==> config.mk <==
export PLATFORM = sky130hd
export DESIGN_NAME = dtree_engine
export DESIGN_NICKNAME = d
export VERILOG_FILES = /design/src/rtl/dtree_engine.sv
export SDC_FILE = /design/constraint.sdc
export NUM_CORES = 1
export LEC_CHECK = 0
export ABC_AREA = 0
export ABC_CLOCK_PERIOD_IN_PS = 10800
export BUFFER_PORTS_ARGS = -buffer_cell sky130_fd_sc_hd__buf_4
export CORE_MARGIN = 2
export CORE_UTILIZATION = 45
export DETAILED_ROUTE_END_ITERATION = 12
export SYNTH_ARGS = -nofsm -noshare
export SYNTH_HDL_FRONTEND = slang
export SYNTH_SLANG_ARGS = --single-unit
==> constraint.sdc <==
create_clock -name clk -period 10.8 [get_ports clk]
set_input_delay 0.54 -clock clk [delete_from_list [all_inputs] [get_ports clk]]
set_output_delay 0.54 -clock clk [all_outputs]
set_load 0.01 [all_outputs]
==> src/rtl/dtree_engine.sv <==
// dtree_engine: oblique decision-tree classifier; one shared MAC walks a heap-indexed tree.
// Build option: define DTREE_SATURATE_EN to clamp the accumulator instead of wrapping.
module dtree_engine #(
    parameter int FEATURES    = 3,
    parameter int DEPTH       = 3,
    parameter int IN_WIDTH    = 10,
    parameter int COEFF_WIDTH = 4,
    parameter int ACC_WIDTH   = IN_WIDTH + 2,
    localparam int NODES      = (1 << DEPTH) - 1,
    localparam int MEM_N      = NODES * (FEATURES + 1),
    localparam int ADDR_W     = $clog2(MEM_N),
    localparam int LEAF_W     = $clog2(1 << DEPTH),
    localparam int LVL_W      = $clog2(DEPTH + 1)
) (
    input  logic                clk,
    input  logic                reset,
    input  logic [IN_WIDTH-1:0] sample,
    input  logic                sample_valid,
    output logic                sample_ready,
    input  logic                cfg_we,
    input  logic [ADDR_W-1:0]   cfg_addr,
    input  logic [IN_WIDTH-1:0] cfg_data,
    output logic [DEPTH-1:0]    path,
    output logic [LEAF_W-1:0]   leaf,
    output logic [LVL_W-1:0]    level,
    output logic                out_valid,
    input  logic                out_ready,
    output logic                overflow
);
    localparam int FW = (FEATURES > 1) ? $clog2(FEATURES) : 1;
    localparam int SW = $clog2(FEATURES + 1);
    localparam int PW = IN_WIDTH + COEFF_WIDTH;
    localparam int XW = ACC_WIDTH + 1;
    localparam int NW = DEPTH + 1;

    typedef enum logic [1:0] {S_COLLECT, S_EVAL, S_DONE} state_t;
    state_t state_q, state_d;

    logic [FW-1:0]               feat_q, feat_d;
    logic [SW-1:0]               step_q, step_d;
    logic [LVL_W-1:0]            level_q, level_d;
    logic [DEPTH-1:0]            node_q, node_d;
    logic [DEPTH-1:0]            path_q, path_d;
    logic signed [ACC_WIDTH-1:0] acc_q, acc_d;
    logic                        ovf_q, ovf_d;

    logic signed [IN_WIDTH-1:0]  x_q [FEATURES];
    logic signed [IN_WIDTH-1:0]  cfg_mem [MEM_N];

    logic                          accept, last_sample, last_step, last_level;
    logic [ADDR_W-1:0]             rd_addr;
    logic signed [IN_WIDTH-1:0]    rd_word, x_sel;
    logic signed [COEFF_WIDTH-1:0] coeff;
    logic signed [PW-1:0]          prod, term;
    logic signed [XW-1:0]          sum;
    logic signed [ACC_WIDTH-1:0]   acc_mac, acc_new;
    logic                          step_ovf, dir;

    // Step 0 of a level reads the node bias, step k reads coeff k-1 from the same row.
    always_comb begin
        rd_addr  = ADDR_W'(32'(node_q) * 32'(FEATURES + 1) + 32'(step_q));
        rd_word  = cfg_mem[rd_addr];
        coeff    = rd_word[COEFF_WIDTH-1:0];
        x_sel    = x_q[FW'(step_q - SW'(1))];
        prod     = x_sel * coeff;
        term     = prod >>> (COEFF_WIDTH - 1);
        sum      = XW'(acc_q) + XW'(term);
        step_ovf = (sum[XW-1] != sum[XW-2]);
`ifdef DTREE_SATURATE_EN
        if (step_ovf)
            acc_mac = sum[XW-1] ? {1'b1, {(ACC_WIDTH-1){1'b0}}} : {1'b0, {(ACC_WIDTH-1){1'b1}}};
        else
            acc_mac = sum[ACC_WIDTH-1:0];
`else
        acc_mac = sum[ACC_WIDTH-1:0];
`endif
        acc_new  = (step_q == '0) ? ACC_WIDTH'(rd_word) : acc_mac;
        dir      = acc_new[ACC_WIDTH-1];
    end

    always_comb begin
        accept      = (state_q == S_COLLECT) && sample_valid;
        last_sample = accept && (feat_q == FW'(FEATURES - 1));
        last_step   = (state_q == S_EVAL) && (step_q == SW'(FEATURES));
        last_level  = (level_q == LVL_W'(DEPTH - 1));
    end

    always_ff @(posedge clk) begin
        if (reset) begin
            state_q <= S_COLLECT;
            feat_q  <= '0;
            step_q  <= '0;
            level_q <= '0;
            node_q  <= '0;
            path_q  <= '0;
            acc_q   <= '0;
            ovf_q   <= 1'b0;
        end else begin
            state_q <= state_d;
            feat_q  <= feat_d;
            step_q  <= step_d;
            level_q <= level_d;
            node_q  <= node_d;
            path_q  <= path_d;
            acc_q   <= acc_d;
            ovf_q   <= ovf_d;
        end
    end

    // Feature slots and coefficient memory are plain storage and survive reset.
    always_ff @(posedge clk) begin
        if (accept)
            x_q[feat_q] <= sample;
        if (cfg_we && (state_q == S_COLLECT) && (32'(cfg_addr) < 32'(MEM_N)))
            cfg_mem[cfg_addr] <= cfg_data;
    end

    always_comb begin
        state_d = state_q;
        case (state_q)
            S_COLLECT: if (last_sample) state_d = S_EVAL;
            S_EVAL:    if (last_step && last_level) state_d = S_DONE;
            S_DONE:    if (out_ready) state_d = S_COLLECT;
            default:   state_d = S_COLLECT;
        endcase
    end

    always_comb begin
        feat_d  = feat_q;
        step_d  = step_q;
        level_d = level_q;
        node_d  = node_q;
        path_d  = path_q;
        acc_d   = acc_q;
        ovf_d   = ovf_q;
        if (accept)
            feat_d = last_sample ? '0 : feat_q + FW'(1);
        if (last_sample) begin
            step_d  = '0;
            level_d = '0;
            node_d  = '0;
            path_d  = '0;
            ovf_d   = 1'b0;
        end
        if (state_q == S_EVAL) begin
            acc_d = acc_new;
            if (step_q != '0)
                ovf_d = ovf_q | step_ovf;
            if (last_step) begin
                step_d  = '0;
                path_d  = DEPTH'({path_q, dir});
                node_d  = DEPTH'({node_q, 1'b0} + NW'(1) + NW'(dir));
                level_d = last_level ? '0 : level_q + LVL_W'(1);
            end else begin
                step_d = step_q + SW'(1);
            end
        end
    end

    always_comb begin
        sample_ready = (state_q == S_COLLECT);
        out_valid    = (state_q == S_DONE);
        level        = (state_q == S_EVAL) ? level_q : '0;
        path         = path_q;
        leaf         = LEAF_W'(path_q);
        overflow     = ovf_q;
    end
endmodule
### Word-level counts from Yosys, hierarchy flattened

Memory sizes are Yosys's and may differ from the RTL's.
Index checks and enable logic that the tools add are counted.

| storage, ports and cells | value |
|---|---|
| register bits | 27 |
| bits in latches | 0 |
| bits in writable memories | 310 |
| memory bits (read-only) | 0 |
| output and inout bits | 11 |
| word-level logic and storage cells | 68 |
| memories kept | 2 |

| operators by class | value |
|---|---|
| add/sub/neg operators | 8 |
| $mul | 1 |
| divide/modulo/power cells | 0 |
| $lt $le $gt $ge | 1 |
| eq/ne operators | 9 |
| shifts and indexed selects | 0 |
| multiplexer cells | 27 |
| bitwise gates (word level) | 1 |
| reduce and logical (&&, ||, !) cells | 11 |

Memories:

| memory | depth | width | read ports | clocked after Yosys merged registers in | wr ports | RTL line | RTL |
|---|---|---|---|---|---|---|---|
| cfg_mem | 28 | 10 | 1 | 0 | 1 | 48 | `logic signed [IN_WIDTH-1:0] cfg_mem [MEM_N];` |
| x_q | 3 | 10 | 1 | 0 | 1 | 47 | `logic signed [IN_WIDTH-1:0] x_q [FEATURES];` |

Operators by type and width:

| kind | count |
|---|---|
| $mux W2 | 12 |
| $mux W3 | 6 |
| $mul A10 B4 Y14 | 1 |
| $add A12 B11 Y13 | 1 |
| $mux W12 | 1 |
| $eq A2 B2 Y1 const B | 4 |
| $mux W1 | 7 |
| $add A2 B1 Y2 const B | 3 |
| $logic_and A1 B1 Y1 | 6 |
| $ne A2 B1 Y1 const B | 3 |
| $pmux W2 S3 | 1 |
| $add A5 B2 Y5 | 1 |
| $lt A5 B5 Y1 const B | 1 |
| $logic_not A2 Y1 | 2 |
| $reduce_bool A2 Y1 | 2 |
| $add A3 B1 Y3 | 1 |
| $add A3 B1 Y3 const B | 1 |
| $reduce_and A3 Y1 | 1 |
| $eq A2 B1 Y1 const B | 1 |
| $sub A2 B1 Y2 const B | 1 |
| $ne A1 B1 Y1 | 1 |
| $or A1 B1 Y1 | 1 |

### Logic depth before layout (Yosys ltp)

Gate-level depths: netlist of the first run.
An unclocked memory read counts as a cell.

| depth | value |
|---|---|
| word-level depth | 8 |
| depth in mapped cells | 37 |

### Worst setup path after synthesis of the first run

No wires, ideal clock.

| timing | value |
|---|---|
| path type | reg2reg |
| from | register step_q[0] |
| to | register node_q[2] |
| library setup time | 0.128 ns |
| arrival time | 7.378 ns |
| setup slack | 3.295 ns |
| cell stages (with the launch flop) | 36 |
| buffers on the path | 9 |
| cells stage by stage | dfxtp_1 > buf_6 > buf_12 > buf_12 > buf_12 > buf_6 > buf_6 > buf_2 > inv_1 > ha_1 > clkbuf_1 > clkbuf_1 > a21oi_1 > nand2b_1 > fa_1 > fa_1 > fa_1 > inv_1 > ha_1 > fa_1 > a21oi_1 > nor2_1 > a211oi_1 > a21oi_1 > xor2_1 > ha_1 > a21o_1 > a211o_1 > a21oi_1 > a211o_1 > nand3_2 > ha_1 > xnor2_1 > nor2_1 > a31oi_1 > nor2_1 |

| on the way | value |
|---|---|
| word-level cells in the longest chain between the ends | 8 |

Ends and longest elaborated chain:

| item | RTL line | RTL |
|---|---|---|
| start, declared | 40 | `logic [SW-1:0] step_q, step_d;` |
| start signal, assigned | 101 | `step_q <= step_d;` |
| $add A5 B2 Y5 or $sub A2 B1 Y2 (tied branches) | 61, 64 |  |
| $mem_v2 Z28 W10 or $mem_v2 Z3 W10 (tied branches) | n/a |  |
| $mul A10 B4 Y14 | 65 | `prod = x_sel * coeff;` |
| $add A12 B11 Y13 | 67 | `sum = XW'(acc_q) + XW'(term);` |
| $mux W12 * | 77 | `acc_new = (step_q == '0) ? ACC_WIDTH'(rd_word) : acc_mac;` |
| named net acc_new[11] | 56 | `logic signed [ACC_WIDTH-1:0] acc_mac, acc_new;` |
| $add A3 B1 Y3 * | 152 | `node_d = DEPTH'({node_q, 1'b0} + NW'(1) + NW'(dir));` |
| $mux W3 * | 149 | `if (last_step) begin` |
| $mux W3 * | 145 | `if (state_q == S_EVAL) begin` |
| end signal, assigned | 103 | `node_q <= node_d;` |
| end, declared | 42 | `logic [DEPTH-1:0] node_q, node_d;` |

The timed path passes the listed nets; every way through them passes the cells marked *.
A chain may end at the register's enable or synchronous reset.

### Worst setup path after layout of the first run

| timing | value |
|---|---|
| from | register step_q[1] |
| to | register node_q[2] |

The elaborated chain is that of the path after synthesis.

==> metrics.md, run 1 <==
| Metric | Value |
|---|---|
| Worst Hold Class | `in2reg` |
| DP Wirelength | `slightly above 20000 um` |
| Non-Filler Instances | `1423` |
| Worst r2r path cells | `28` |
| Drt wl/cell | `around 22 um` |
| DP Area | `about 16000 um2` |
| Sequential element share of the synthesized area | `0.6534` |
| Placed insts | `between 1000 and 1500` |
| Worst Setup End Kind | `register` |
| 1st-pass router iterations | `5` |
| Gpl congestion | `approximately 0.76` |
| GR Util met2 | `0.2890` |
| CTS Sinks | `approximately 340` |
| Insertion delay to the later sink of the worst-skew pair | `~520 ps` |
| Area grow syn2layout | `12.34%` |
| Max Fclk | `roughly 0.12 GHz` |
| CTS tree | `built` |
| Via density | `around 5.6` |
| CP most frequent cell | `fa_1` |
| Hold path startpoint | `sample[6]` |
| Via Count | `between 7000 and 8000` |
| Count of input and output buffers | `40` |
| Post-synthesis cell type count | `63` |
| YS warnings | `0` |
| Endpoints failing setup | `0` |
| Post-route cell area | `16940 um2` |
| Ports | `41` |
| Final Hold Vio Count | `0` |
| Tot GR Track Use | `0.1851` |
| Lkg Pwr | `around 5.7 nW` |
| Global-route wire length before repair | `48890 um` |
| Post-synth top flop | `edfxtp_1` |
| Relative slew slack | `0.1305` |
| Hold depth | `1` |
| Final Power | `2.851 mW` |
| Status | `completed` |
| FF-to-FF setup slack | `2430 ps` |
| Slew Limit Fails | `0` |
| Post-Syn Nets | `991` |
| H-Tree Depth | `2` |
| N_diodes | `0` |
| Total global routing overflow | `0` |
| Final worst slack | `2433 ps` |
| Worst R2R End | `node_q[2]$_SDFF_PP0_` |
| Synth Instances | `approximately 900` |
| Number of synthesized flops with an enable pin | `between 300 and 400` |
| Critical Path RT | `between 10000 and 15000 ps` |
| Layout cell share with drive strength beyond 1 | `0.1979` |
| Post-route ant nets | `0` |
| CTS clk-pin slew, worst paths | `~70 ps` |
| Final wirelength | `about 32000 um` |
| Met1 Use GR | `0.2781` |
| CP Max Fanout | `47` |
| Crit-path leading delay family | `adder cells` |
| #FFs+latches synth | `around 340` |
| Crit path max-delay cell type | `mux2i_1` |
| Pre-CTS WS | `2438 ps` |
| Final min period | `8367 ps` |
| Syn avg cell area | `~17 um2` |
| Reg2Reg Launch Point | `step_q[1]$_SDFFE_PP0P_` |
| RSZ-0062 raised after global routing | `no` |
| Vias in the first global route | `between 7000 and 8000` |
| Starting Density | `0.4529` |
| # rows | `67` |
| CP Buf/Inv Count | `2` |
| Clock tree buffer depth | `3` |
| CTS Root Cell | `clkbuf_16` |
| Final Util | `0.5089` |
| TNS Setup | `0 ps` |
| Total power divided by cell area | `approximately 170 nW/um2` |
| # resized after CTS | `0` |
| DRT iter0 DRCs | `791` |
| GR peak layer | `met2` |
| Tightest Pin Transition | `1299 ps` |
| Crit-path max cell delay | `just over 900 ps` |
| Number of hold buffers added after CTS | `0` |
| Die W | `around 190 um` |
| DIE AREA | `34980 um2` |
| Final Skew | `approximately 16 ps` |
| DR DRC count | `0` |
| Antenna violations before repair | `1` |
| Hold Path End | `x_q[2][6]$_DFFE_PP_` |
| Synthesized area | `between 15000 and 20000 um2` |
| Postcts setup bufs | `0` |
| Net count reported at finish | `~1000` |
| Final period util | `0.7747` |
| Worst setup SP type | `register` |
| Largest net degree at the start of global routing | `48` |
| Max Cap Viol | `0` |
| Die H | `187.0 um` |
| Number of CTS-inserted buffers | `36` |
| Commonest non-fill, non-tap cell in the layout | `edfxtp_1` |
| Hold_ws | `about 220 ps` |
| Core Area | `approximately 33000 um2` |
| Fraction of registers with async set/reset | `0` |
| M3 GR Usage | `0.02983` |
| Most frequent cells in the layout | `edfxtp_1 (310), nor2_1 (83), mux4_2 (66), buf_4 (64), clkbuf_16 (38)` |
| Maximum VDD drop | `0.1019 mV` |
| WS Path Type | `reg2reg` |
| Worst EP arrival | `approximately 9000 ps` |
state kept, by name, indices dropped and copies added (netlist names):
signal    flops
acc_q        12
cfg_mem     280
feat_q        2
leaf          3
level_q       2
node_q        3
overflow      1
state_q       2
step_q        2
x_q          30
worst max-delay path by stage:
stage	cells past startpoint	slack [ps]	end	from
2_1_floorplan	35	3290	node_q[2]$_SDFF_PP0_	step_q[0]$_SDFFE_PP0P_
3_3_place_gp	26	2480	node_q[2]$_SDFF_PP0_	step_q[0]$_SDFFE_PP0P_
3_5_place_dp	28	2440	node_q[2]$_SDFF_PP0_	step_q[1]$_SDFFE_PP0P_
4_1_cts	28	2410	node_q[2]$_SDFF_PP0_	step_q[1]$_SDFFE_PP0P_
5_1_grt	28	1850	node_q[2]$_SDFF_PP0_	step_q[1]$_SDFFE_PP0P_
6_report	28	2430	node_q[2]$_SDFF_PP0_	step_q[1]$_SDFFE_PP0P_
power by group:
| part | leakage (nW) | internal [mW] | switching, mW |
|---|---|---|---|
| sequential | 3.02 | 1.44 | 0.00604 |
| combinational | 2.09 | 0.0887 | 0.127 |
| clock | 0.543 | 0.707 | 0.484 |
layout make-up:
| class | count | area [um2] |
|---|---|---|
| Clock buffer | 41 | 962.2 |
| Sequential cell | 337 | 9858 |
| Inverter | 25 | 93.84 |
| Timing Repair Buffer | 64 | 480.5 |
| Clock inverter | 16 | 166.4 |
| Fill cell | 2768 | 16350 |
| Tap cell | 448 | 560.5 |
| Multi-Input combinational cell | 492 | 4813 |
Yosys cell counts, drive strengths merged (2+ instances only):
| library cell | n | area (um2) |
|---|---|---|
| a22oi | 3 | 22.52 |
| a21o | 9 | 67.56 |
| o211ai | 4 | 30.03 |
| buf | 31 | 254.0 |
| a2111oi | 3 | 32.53 |
| mux4 | 76 | 1749 |
| a211oi | 4 | 30.03 |
| xor2 | 7 | 61.31 |
| a311o | 2 | 20.02 |
| o221ai | 2 | 17.52 |
| o21ai | 32 | 160.2 |
| nor3 | 10 | 50.05 |
| xnor2 | 15 | 131.4 |
| mux2i | 29 | 302.8 |
| dfxtp | 27 | 540.5 |
| inv | 25 | 93.84 |
| and2 | 4 | 25.02 |
| or3 | 2 | 12.51 |
| or2 | 3 | 18.77 |
| o31a | 2 | 17.52 |
| nor2 | 83 | 311.6 |
| ha | 37 | 462.9 |
| clkbuf | 17 | 63.81 |
| nand4b | 2 | 17.52 |
| nor3b | 2 | 15.01 |
| fa | 22 | 440.4 |
| o31ai | 2 | 33.78 |
| nand2b | 7 | 43.79 |
| a211o | 3 | 26.28 |
| a21oi | 32 | 160.2 |
| nor2b | 14 | 87.58 |
| a31o | 3 | 26.28 |
| and3 | 2 | 12.51 |
| and4 | 2 | 17.52 |
| nand2 | 32 | 120.1 |
| edfxtp | 310 | 9309 |
| or4 | 2 | 15.01 |
| a31oi | 5 | 31.28 |
| a32oi | 3 | 26.28 |
| nand3 | 19 | 100.1 |
layer usage:
metal / share of wire / vias up
met5: 0 / -
met4: 0.013 / 0
met3: 0.049 / 34
met2: 0.47 / 198
met1: 0.47 / 4098
li1: - / 3640
logic make-up after synthesis:
kind of cell / share of synthesized area
buffers and inverters: 0.02731
muxes: 0.1369
DFF: 0.6534
adders and majority gates: 0.05993
AOI/OAI and AO/OA: 0.05246
xor gates and xnor gates: 0.01278
and+or+nand+nor: 0.05727
worst reg2reg max path, delay by kind of cell (launching register included):
family / cells / cell delay [ps]
buffers and inverters: 2 / 510
adder cells (fa/ha/maj): 7 / 2730
multiplexers: 3 / 1450
XOR/XNOR: 2 / 300
flip-flops: 1 / 850
AO/OA/AOI/OAI: 9 / 1870
AND/OR/NAND/NOR: 5 / 560
Power figures use the tool's default switching activity.
==> inputs of run 2 (changes only) <==
Settings changed: ABC_CLOCK_PERIOD_IN_PS 10800 to 8500.
Clock period 10.8 ns to 8.5 ns, I/O delays scaled along.
==> metrics.md, run 2 (synthesized netlist as in run 1, its figures left out) <==
| Metric | Value |
|---|---|
| Via Count | `8024 (+0.68%)` |
| Hold path startpoint | `sample[9]` |
| Reg2Reg Launch Point | `step_q[0]$_SDFFE_PP0P_` |
| Tightest Pin Transition | `1233 ps (-66.11 ps)` |
| Global-route wire length before repair | `48910 um (about the same)` |
| Worst Setup End Kind | `register` |
| TNS Setup | `0 ps (unchanged)` |
| Number of hold buffers added after CTS | `0 (unchanged)` |
| Worst Hold Class | `in2reg` |
| Final period util | `0.9165 (+0.1417)` |
| Tot GR Track Use | `0.1861 (+0.0009757)` |
| 1st-pass router iterations | `5 (unchanged)` |
| Worst r2r path cells | `27 (-3.6%)` |
| Hold_ws | `100.3 ps (-117.3 ps)` |
| Final Util | `0.5112 (+0.002368)` |
| CTS Root Cell | `clkbuf_16` |
| # rows | `67 (unchanged)` |
| Max Cap Viol | `0 (unchanged)` |
| Gate power share | `0.077 (about the same)` |
| N_diodes | `0 (unchanged)` |
| Via density | `5.568 (-0.58%)` |
| Psw | `790.9 uW (+28%)` |
| Endpoints failing setup | `0 (unchanged)` |
| Final Skew | `17.69 ps (+1.246 ps)` |
| CP most frequent cell | `fa_1` |
| Final Hold Vio Count | `0 (unchanged)` |
| FF-to-FF setup slack | `710 ps (-1720 ps)` |
| Area grow syn2layout | `12.87%` |
| Post-route ant nets | `0 (unchanged)` |
| Commonest non-fill, non-tap cell in the layout | `edfxtp_1` |
| H-Tree Depth | `2 (unchanged)` |
| Number of CTS-inserted buffers | `37 (+2.8%)` |
| Layout cell share with drive strength beyond 1 | `0.2044 (+0.006482)` |
| CTS tree | `built` |
| Relative slew slack | `0.1748 (+0.04424)` |
| Most flops, register | `cfg_mem` |
| DP Wirelength | `20660 um (+0.44%)` |
| Max reg flops | `280 (unchanged)` |
| RSZ-0062 raised after global routing | `no` |
| Count of input and output buffers | `40 (unchanged)` |
| Die W | `187.0 um (unchanged)` |
| Final worst slack | `710.1 ps (-1723 ps)` |
| GR Util met2 | `0.2940 (+0.005004)` |
| Drt wl/cell | `22.20 um (-1.0%)` |
| Final wirelength | `31990 um (+0.24%)` |
| Crit path max-delay cell type | `dfxtp_4` |
| Clock tree buffer depth | `3 (unchanged)` |
| Hold Path End | `x_q[1][9]$_DFFE_PP_` |
| Critical Path RT | `8900 ps (-2290 ps)` |
| Antenna violations before repair | `0 (-1)` |
| Maximum VDD drop | `0.1988 mV (+95%)` |
| DRT iter0 DRCs | `665 (-16%)` |
| CTS clk-pin slew, worst paths | `60 ps (about the same)` |
| Filler cells | `2766 (-0.072%)` |
| Core Area | `33280 um2 (unchanged)` |
| Largest net degree at the start of global routing | `46 (-4.2%)` |
| Lkg Pwr | `5.714 nW (+1.1%)` |
| Total power divided by cell area | `211.6 nW/um2 (+26%)` |
| Pre-CTS WS | `716.7 ps (-1721 ps)` |
| Crit-path max cell delay | `620 ps (-300 ps)` |
| Clk pwr share | `0.414 (-0.004)` |
| Insertion delay to the later sink of the worst-skew pair | `530 ps (about the same)` |
| CTS Sinks | `337 (unchanged)` |
| Met1 Use GR | `0.2732 (-0.004914)` |
| CP Max Fanout | `45 (-4.3%)` |
| Worst setup SP type | `register` |
| Vias in the first global route | `8037 (+0.60%)` |
| GR peak layer | `met2` |
| M3 GR Usage | `0.02927 (-0.0005629)` |
| Final min period | `7790 ps (-577.1 ps)` |
| Starting Density | `0.4529 (unchanged)` |
| Worst EP arrival | `8190 ps (-570 ps)` |
| Hold depth | `1 (unchanged)` |
| Top flop regs | `cfg_mem x280, x_q x30, acc_q x12` |
| Net count reported at finish | `1056 (+1.1%)` |
| Sequential Power Share | `0.510 (+0.003)` |
| Status | `completed` |
| Worst R2R End | `node_q[2]$_SDFF_PP0_` |
| Max Fclk | `0.1284 GHz (+7.4%)` |
| Ports | `41 (unchanged)` |
| Total global routing overflow | `0 (unchanged)` |
| DR DRC count | `0 (unchanged)` |
| # resized after CTS | `0 (unchanged)` |
| Slew Limit Fails | `0 (unchanged)` |
| Pint | `2.809 mW (+26%)` |
| Gpl congestion | `0.7932 (+4.9%)` |
| Sw Share | `0.2197 (+0.003186)` |
| DIE AREA | `34980 um2 (unchanged)` |
| WS Path Type | `reg2reg` |
| Die H | `187.0 um (unchanged)` |
| Postcts setup bufs | `0 (unchanged)` |
| Most frequent cells in the layout | `edfxtp_1 (310), nor2_1 (83), buf_4 (73), mux4_2 (66), clkbuf_16 (39)` |
run 2: cell count changes in the layout (fill, tap and decap cells not counted), sizes merged:
cell,previous run,this run
clkinv,10,14
clkinvlp,3,1
bufinv,3,1
clkbuf,41,48
inv,25,26
buf,64,74
run 2: critical path: cells and delay by family (launching register included):
family	cells	cell delay [ps]
adders and majority gates	7	2730
buffers and inverters	2	420
and+or+nand+nor	5	490
xor gates and xnor gates	2	310
DFF	1	620
muxes	3	1270
AOI/OAI and AO/OA	8	1800
run 2: layout make-up:
cell class / instances / area (um2) / area share
repair buffers: 74 / 568.0 / 0.03339
clock buffers: 48 / 1010 / 0.05935
well taps: 448 / 560.5 / 0.03295
inverters: 25 / 93.84 / 0.005516
flip-flops and latches: 337 / 9858 / 0.5794
clock inverters: 17 / 110.1 / 0.006472
multi-input cells: 492 / 4813 / 0.2829
run 2: worst max path at each step:
stage / depth (start not counted) / from / endpoint
6_report: 27 / step_q[0]$_SDFFE_PP0P_ / node_q[2]$_SDFF_PP0_
2_1_floorplan: 35 / step_q[0]$_SDFFE_PP0P_ / node_q[2]$_SDFF_PP0_
3_3_place_gp: 28 / step_q[0]$_SDFFE_PP0P_ / node_q[2]$_SDFF_PP0_
4_1_cts: 28 / step_q[0]$_SDFFE_PP0P_ / node_q[2]$_SDFF_PP0_
5_1_grt: 28 / step_q[0]$_SDFFE_PP0P_ / node_q[2]$_SDFF_PP0_
3_5_place_dp: 28 / step_q[0]$_SDFFE_PP0P_ / node_q[2]$_SDFF_PP0_
run 2: power groups by stage:
| stage | clock, mW | combinational (mW) | sequential [mW] |
|---|---|---|---|
| final | 1.49 | 0.277 | 1.83 |
| after global routing | 1.58 | 0.310 | 1.84 |
| after CTS | 1.52 | 0.280 | 1.83 |
| after detailed placement | 0 | 0.278 | 1.87 |
| after global placement | 0 | 0.276 | 1.87 |
| after floorplan | 0 | 0.196 | 1.87 |
run 2: routing by layer:
layer / routed length, um / up-vias
met5: 0 / -
li1: - / 3668
met4: 510 / 0
met3: 1552 / 36
met2: 15190 / 188
met1: 14740 / 4132
run 2: stage by stage:
step | cell area (um2) | total power [mW] | cells
floorplan | 15070 | 2.064 | 902
global placement | 15890 | 2.145 | 1376
detailed placement | 15890 | 2.147 | 1376
CTS | 17010 | 3.634 | 1441
global route | 17010 | 3.731 | 1441
finish | 17010 | 3.600 | 1441
==> inputs of run 3 (changes only) <==
Settings changed: PLACE_DENSITY set to 0.62.
==> metrics.md, run 3 (synthesized netlist as in run 1, its figures left out) <==
| Metric | Value |
|---|---|
| Status | `completed` |
| Filler cells | `2761 (-0.18%)` |
| Critical Path RT | `8890 ps (about the same)` |
| Count of input and output buffers | `40 (unchanged)` |
| CP Max Fanout | `33 (-27%)` |
| DRT iter0 DRCs | `713 (+7.2%)` |
| DIE AREA | `34980 um2 (unchanged)` |
| Starting Density | `0.4529 (unchanged)` |
| DR DRC count | `0 (unchanged)` |
| # resized after CTS | `0 (unchanged)` |
| DP Wirelength | `21070 um (+2.0%)` |
| Final wirelength | `32030 um (+0.12%)` |
| Insertion delay to the later sink of the worst-skew pair | `520 ps (about the same)` |
| CTS Root Cell | `clkbuf_16` |
| CTS tree | `built` |
| Hold depth | `1 (unchanged)` |
| Clk pwr share | `0.406 (-0.008)` |
| Reg2Reg Launch Point | `step_q[0]$_SDFFE_PP0P_` |
| Top flop regs | `cfg_mem x280, x_q x30, acc_q x12` |
| Final period util | `0.8934 (-0.02308)` |
| Worst r2r path cells | `27 (unchanged)` |
| Sw Share | `0.2204 (+0.0007334)` |
| # rows | `67 (unchanged)` |
| Via Count | `8045 (+0.26%)` |
| Number of hold buffers added after CTS | `0 (unchanged)` |
| Net count reported at finish | `1041 (-1.4%)` |
| Die W | `187.0 um (unchanged)` |
| Final Util | `0.5067 (-0.004474)` |
| Pint | `2.770 mW (-1.4%)` |
| Core Area | `33280 um2 (unchanged)` |
| Max Cap Viol | `0 (unchanged)` |
| Max Fclk | `0.1317 GHz (+2.6%)` |
| Drt wl/cell | `22.51 um (+1.4%)` |
| Worst setup SP type | `register` |
| Sequential Power Share | `0.516 (+0.006)` |
| Layout cell share with drive strength beyond 1 | `0.1908 (-0.01366)` |
| Post-route ant nets | `0 (unchanged)` |
| Worst R2R End | `node_q[2]$_SDFF_PP0_` |
| Maximum VDD drop | `0.1585 mV (-20%)` |
| Final Power | `3.554 mW (-1.3%)` |
| CTS Sinks | `337 (unchanged)` |
| Most frequent cells in the layout | `edfxtp_1 (310), nor2_1 (83), mux4_2 (66), buf_4 (57)` |
| Final Hold Vio Count | `0 (unchanged)` |
| FF-to-FF setup slack | `910 ps (+200 ps)` |
| Antenna violations before repair | `0 (unchanged)` |
| Final min period | `7594 ps (-196.2 ps)` |
| Worst Hold Class | `in2reg` |
| Tot GR Track Use | `0.1854 (-0.0006852)` |
| WS Path Type | `reg2reg` |
| RSZ-0062 raised after global routing | `no` |
| Postcts setup bufs | `0 (unchanged)` |
| Ports | `41 (unchanged)` |
| Slew Limit Fails | `0 (unchanged)` |
| Hold path startpoint | `sample[9]` |
| Relative slew slack | `0.1969 (+0.02218)` |
| Clock tree buffer depth | `3 (unchanged)` |
| Global-route wire length before repair | `48790 um (-0.26%)` |
| 1st-pass router iterations | `5 (unchanged)` |
| Hold Path End | `x_q[0][9]$_DFFE_PP_` |
| Die H | `187.0 um (unchanged)` |
| Vias in the first global route | `8008 (-0.36%)` |
| Gate power share | `0.078 (about the same)` |
| Number of CTS-inserted buffers | `37 (unchanged)` |
| Total global routing overflow | `0 (unchanged)` |
| Gpl congestion | `0.8028 (+1.2%)` |
| Total power divided by cell area | `210.7 nW/um2 (-0.41%)` |
| Tightest Pin Transition | `1200 ps (-33.14 ps)` |
| Via density | `5.654 (+1.5%)` |
| N_diodes | `0 (unchanged)` |
| Psw | `783.4 uW (-0.95%)` |
| Commonest non-fill, non-tap cell in the layout | `edfxtp_1` |
| Post-route cell area | `16860 um2 (-0.88%)` |
| TNS Setup | `0 ps (unchanged)` |
| Final Skew | `24.98 ps (+7.285 ps)` |
| Endpoints failing setup | `0 (unchanged)` |
| Area grow syn2layout | `11.88%` |
| Worst Setup End Kind | `register` |
| Worst EP arrival | `7980 ps (-210 ps)` |
| Largest net degree at the start of global routing | `34 (-26%)` |
| CTS clk-pin slew, worst paths | `60 ps (about the same)` |
| DP Area | `15790 um2 (-0.63%)` |
| Max reg flops | `280 (unchanged)` |
| Lkg Pwr | `5.614 nW (-1.8%)` |
| Most flops, register | `cfg_mem` |
| H-Tree Depth | `2 (unchanged)` |
[run 3: area by class of cell]
cell class,instances,area (um2),share of cell area
timing repair buffer,59,467.9,0.02775
sequential,337,9858,0.5845
tap,448,560.5,0.03324
clock buffer,45,955.9,0.05668
clock inverter,17,115.1,0.006825
inverter,25,93.84,0.005564
multi-input combinational,492,4813,0.2854
[run 3: worst max path at each step]
stage	startpoint	end	slack, ps	cells past startpoint
2_1_floorplan	step_q[0]$_SDFFE_PP0P_	node_q[2]$_SDFF_PP0_	990	35
3_3_place_gp	step_q[0]$_SDFFE_PP0P_	node_q[2]$_SDFF_PP0_	940	27
3_5_place_dp	step_q[0]$_SDFFE_PP0P_	node_q[2]$_SDFF_PP0_	890	27
4_1_cts	step_q[0]$_SDFFE_PP0P_	node_q[2]$_SDFF_PP0_	830	27
5_1_grt	step_q[0]$_SDFFE_PP0P_	node_q[2]$_SDFF_PP0_	150	28
6_report	step_q[0]$_SDFFE_PP0P_	node_q[2]$_SDFF_PP0_	910	27
[run 3: per-stage QoR]
step | setup WS [ps] | cells | hold slack, ps
2_1_floorplan | 994.8 | 902 | 460.3
3_3_place_gp | 941.7 | 1361 | 476.1
3_5_place_dp | 886.0 | 1361 | 490.7
4_1_cts | 831.4 | 1423 | 85.16
5_1_grt | 148.3 | 1423 | 89.70
6_report | 906.2 | 1423 | 103.7
[run 3: metal layers]
layer  vias to the layer above  GRT usage  routed length, um
met5                         -          0                  0
met4                         0    0.04365                546
met3                        51    0.03227               1529
met2                       181     0.3021              15400
met1                      4183     0.2624              14550
li1                       3630          -                  -
[run 3: critical path, stage by stage (launching register included)]
cell	delay [ps]
dfxtp_4	570
buf_12	330
mux4_1	600
mux2i_1	160
mux4_2	430
nand2b_1	160
fa_1	440
fa_1	520
fa_1	540
inv_1	40
ha_1	210
fa_1	410
a21oi_1	230
nor2_1	70
a211oi_1	320
a21oi_1	160
xor2_1	170
ha_1	380
a21o_1	230
a211o_1	290
a21oi_1	240
a211o_1	200
nand3_2	120
ha_1	220
xnor2_1	130
nor2_1	50
a31oi_1	140
nor2_1	60
[run 3: power groups by stage]
stage / clock (mW) / combinational, mW / sequential [mW]
after floorplan: 0 / 0.196 / 1.87
after global placement: 0 / 0.277 / 1.87
after detailed placement: 0 / 0.279 / 1.87
after CTS: 1.47 / 0.281 / 1.83
after global routing: 1.54 / 0.309 / 1.84
final: 1.44 / 0.277 / 1.83
